File: src/rtl/product_accumulator.sv
// product_accumulator
//   Accumulate half of a MAC datapath. It takes 2*DATA_WIDTH-bit products over a
//   valid/ready handshake, adds up each group of ACC_COUNT consecutive products,
//   and presents one registered sum per group.
//
//   Optional feature macro: ACC_SATURATE_EN
//     defined   -> any add that overflows ACC_WIDTH clamps to all-ones
//     undefined -> sums wrap modulo 2**ACC_WIDTH
//
// Ports
//   clock         in   rising-edge clock
//   reset         in   asynchronous, active-high reset
//   productValue  in   product from the multiplier
//   inputValid    in   productValue is valid
//   inputReady    out  block can accept a product (high while collecting)
//   clearAccum    in   synchronous abort of the partial group
//   outputValue   out  group sum
//   outputValid   out  outputValue is valid
//   outputReady   in   consumer accepts outputValue
module product_accumulator #(
   parameter int DATA_WIDTH = 4,
   parameter int ACC_COUNT  = 4,
   parameter int ACC_WIDTH  = 10
) (
   input  logic                    clock,
   input  logic                    reset,
   input  logic [2*DATA_WIDTH-1:0] productValue,
   input  logic                    inputValid,
   output logic                    inputReady,
   input  logic                    clearAccum,
   output logic [ACC_WIDTH-1:0]    outputValue,
   output logic                    outputValid,
   input  logic                    outputReady
);

   localparam int CNT_W = (ACC_COUNT > 2) ? $clog2(ACC_COUNT) : 1;
   localparam logic [CNT_W-1:0] LAST = CNT_W'(ACC_COUNT - 1);

   typedef enum logic {ACCUM, HOLD} state_t;

   state_t               state;
   logic [ACC_WIDTH-1:0] sum;
   logic [CNT_W-1:0]     count;
   logic [ACC_WIDTH-1:0] product_ext;
   logic [ACC_WIDTH-1:0] next_sum;
   logic                 accept;

   assign product_ext = ACC_WIDTH'(productValue);
   assign inputReady  = (state == ACCUM);
   assign accept      = inputValid & inputReady;

`ifdef ACC_SATURATE_EN
   // One extra bit catches the carry out. Once clamped, the sum stays clamped
   // because any further non-zero add carries out again.
   logic [ACC_WIDTH:0] wide_sum;
   assign wide_sum = {1'b0, sum} + {1'b0, product_ext};
   assign next_sum = wide_sum[ACC_WIDTH] ? {ACC_WIDTH{1'b1}} : wide_sum[ACC_WIDTH-1:0];
`else
   assign next_sum = sum + product_ext;
`endif

   always_ff @(posedge clock or posedge reset) begin
      if (reset) begin
         state       <= ACCUM;
         sum         <= '0;
         count       <= '0;
         outputValue <= '0;
         outputValid <= 1'b0;
      end else begin
         case (state)
            ACCUM: begin
               if (clearAccum) begin
                  // Clear discards the old partial sum. A product accepted in the
                  // same cycle becomes the first element of a fresh group.
                  if (accept) begin
                     sum   <= product_ext;
                     count <= CNT_W'(1);
                  end else begin
                     sum   <= '0;
                     count <= '0;
                  end
               end else if (accept) begin
                  if (count == LAST) begin
                     outputValue <= next_sum;
                     outputValid <= 1'b1;
                     sum         <= '0;
                     count       <= '0;
                     state       <= HOLD;
                  end else begin
                     sum   <= next_sum;
                     count <= count + CNT_W'(1);
                  end
               end
            end
            HOLD: begin
               // Result is held until the consumer takes it. Inputs and clear
               // are ignored here, and the next accept is possible only after
               // the state returns to ACCUM.
               if (outputReady) begin
                  outputValid <= 1'b0;
                  state       <= ACCUM;
               end
            end
            default: state <= ACCUM;
         endcase
      end
   end

endmodule

File: config.mk
export PLATFORM = sky130hd
export DESIGN_NAME = product_accumulator
export DESIGN_NICKNAME = d
export VERILOG_FILES = /design/src/rtl/product_accumulator.sv
export SDC_FILE = /design/constraint.sdc
export NUM_CORES = 1
export LEC_CHECK = 0
export ABC_AREA = 0
export ABC_CLOCK_PERIOD_IN_PS = 2550
export BUFFER_PORTS_ARGS = -buffer_cell sky130_fd_sc_hd__buf_2
export CELL_PAD_IN_SITES_DETAIL_PLACEMENT = 0
export CELL_PAD_IN_SITES_GLOBAL_PLACEMENT = 1
export CORE_UTILIZATION = 41
export DETAILED_ROUTE_END_ITERATION = 8
export PLACE_DENSITY_LB_ADDON = 0.1
export SLEW_MARGIN = 10
export SYNTH_ARGS = -nofsm -noshare
export SYNTH_HDL_FRONTEND = slang
export SYNTH_SLANG_ARGS = --single-unit
File: constraint.sdc
create_clock -name clock -period 2.55 [get_ports clock]
set_input_delay 0.255 -clock clock [delete_from_list [all_inputs] [get_ports clock]]
set_output_delay 0.255 -clock clock [all_outputs]
set_load 0.05 [all_outputs]
==> reports/metrics.cfg <==
[timing]
relSlewSlack=0.3884
max_freq_ghz=0.4844
tns_ps=0
setup_viol=0
rsz0062_at_grt=no
period_minus_slack_ps=2064
worst_hold_slack_ps=98.33
skew_ps=9.845
worst_slew_pin_slew_ps=916.5
final-hold-violation-count=0
finalMaxSlewViolations=0
post-route-period-util=0.8096

[placed_design]
dp_hpwl_um=2234
place.gp.congestion=0.8815
portBuffers=24

[clock_tree]
cts.htree.levels=1
cts.reportedPaths.clkPinSlew_ps=150
clk_latency_ps=330
cts_setup_buffers=0
cts_resized=0
cts_hold_buf=0
root_buffer=clkbuf_4
clockBufferDepth=2
cts_tree=done
clock-sinks=24
numCtsBuffers=3

[synthesis]
synth_area_mm2=0.001399
async_reset_ff_frac=1.000
yosys_warnings=0
ys.flop_type=dfrtp_1
synth_cell_types=36
synth_top_area_cell=dfrtp_1
postSynthAreaPerCell_um2=9.143
synth_nets=176
synth_top_area_share=0.4293
yosysSeqAreaShare=0.4293
synth_seq_cells=24
synth_edf_count=0
synth_area_leaders=dfrtp_1, ha_1, o21ai_0
netlist_instances=153

[pwr]
p_int_uw=917.9
leakage_nw=0.7910
netSwitchingPower_uw=747.6
power_frac_clock=0.171
p_seq_frac=0.335
vdd.ir_drop.worst_uv=452.8
p_per_area_mw_per_mm2=1026
pwr-share-comb=0.494
fin_total_pwr_mw=1.666
p_sw_frac=0.4489

[setup_path]
arrival_ps=2320
cp_cell_sequence=ha_1, inv_1, fa_1, nor2b_4, o31a_1, o21ai_1, or3_1, o21ai_0
crit_required_ps=2810
cp_slowest_cell=fa_1
critPathCaptureType=register
cp-start-kind=register
critPathMaxFanout=5
crit_path_max_incr_delay_ps=430
crit_type=reg -> reg

[floorplanning]
core_mm2=0.003153
ios=25
num_rows=20
die_h_um=60.41
initial_core_util=0.4437
chipWidth_um=60.41
dieArea_mm2=0.003649

[run_status]
status=finished, final reports clean

[routing]
drc=0
vias=1182
detail-route-antenna-nets=0
drtIter0Drc=35
wirelength_um=2967
avgViaCountPerCell=5.324
first_pass_iters=4
wl_per_cell_um=13.36

[finish]
drive_above_1_share=0.1966
antenna_cells=0
syn2layout_area_growth_pct=16.01
fin_nets=202
nFillCells=343
mostFrequentLayoutCells=dfrtp_1, buf_2, nand2_1

[global_route]
grt_max_degree=25
grt_pass1_wl_um=4954
grt_usage=0.1820
grt_pass1_vias=1119
grt_overflow=0
antenna_found_initial=0

[job]
cap_violations=0

[min_path]
min_path_type=in -> async

==> per-stage QoR <==
step	instances	utilization	area [µm²]	setup slack (ps)
after global routing	222	0.5147	1623	370.1
after floorplan	153	-	1399	637.8
after global placement	218	0.4980	1570	568.5
final	222	0.5147	1623	485.6
after CTS	222	0.5147	1623	492.1
after detailed placement	218	0.4980	1570	512.1
==> sequential cells by signal, summed over array words and instances (netlist names) <==
signal	flops
outputValue	10
sum	10
count	2
outputValid	1
state	1
==> layout make-up <==
cell class	count	area, µm²	share of cell area
Clock buffer	3	22.52	0.01388
Timing Repair Buffer	26	135.1	0.08327
Clock inverter	1	30.03	0.01850
Multi-Input combinational cell	115	745.7	0.4595
Inverter	9	33.78	0.02082
Tap cell	44	55.05	0.03392
Sequential cell	24	600.6	0.3701
==> power groups by stage <==
stage	Clock (mW)	Sequential, mW	Combinational, mW
after floorplan	0	0.831	0.379
final	0.284	0.558	0.824
after CTS	0.288	0.560	0.830
after global routing	0.298	0.576	0.900
after global placement	0	0.560	0.820
after detailed placement	0	0.568	0.828
==> kinds of logic (layout without fill, tap and decap cells) <==
group                      Yosys count  in the layout  share of synthesized area
xor gates and xnor gates             6              6                    0.03757
adders and majority gates           10             10                    0.09481
buffers and inverters               14             39                    0.03757
muxes                                3              3                    0.02325
DFF                                 24             24                     0.4293
and+or+nand+nor                     45             45                     0.1521
AOI/OAI and AO/OA                   51             51                     0.2254
==> per-layer routing <==
metal / global-route usage / part of all wire
met1: 0.2383 / 0.48
met4: 0.07143 / 0.013
met2: 0.2967 / 0.46
met5: 0 / 0
met3: 0.03625 / 0.045
==> Yosys cell counts (all sizes together) (2+ instances only) <==
cell and instances:
xnor2 3, or3 2, inv 9, dfrtp 24
nor3 2, mux2 2, a22oi 5, a2bb2oi 2
clkbuf 5, and2 2, a21oi 8, xor2 3
a21o 2, ha 9, o21ai 23, nand2 22
o21a 3, nor2b 4, nor2 8
==> worst paths after layout <==
check | from | endpoint | slack, ps | cells after the start
max reg2reg | sum[0] | sum[8] | 490 | 8
min reg2reg | outputValid | outputValid | 490 | 2
min in group clock | outputReady | state | 110 | 2
max | sum[0] | sum[8] | 490 | 8
max in group asynchronous | reset | outputValue[4] | 1880 | 2
min | reset | outputValue[5] | 100 | 2
==> critical path, delay by kind of cell, from the launching register on <==
kind	cells	cell delay, ps
AO/OA/AOI/OAI	3	440
adder cells (fa/ha/maj)	2	620
buffers and inverters	1	60
flip-flops	1	380
AND/OR/NAND/NOR	2	490
Power figures use the tool's default switching activity.
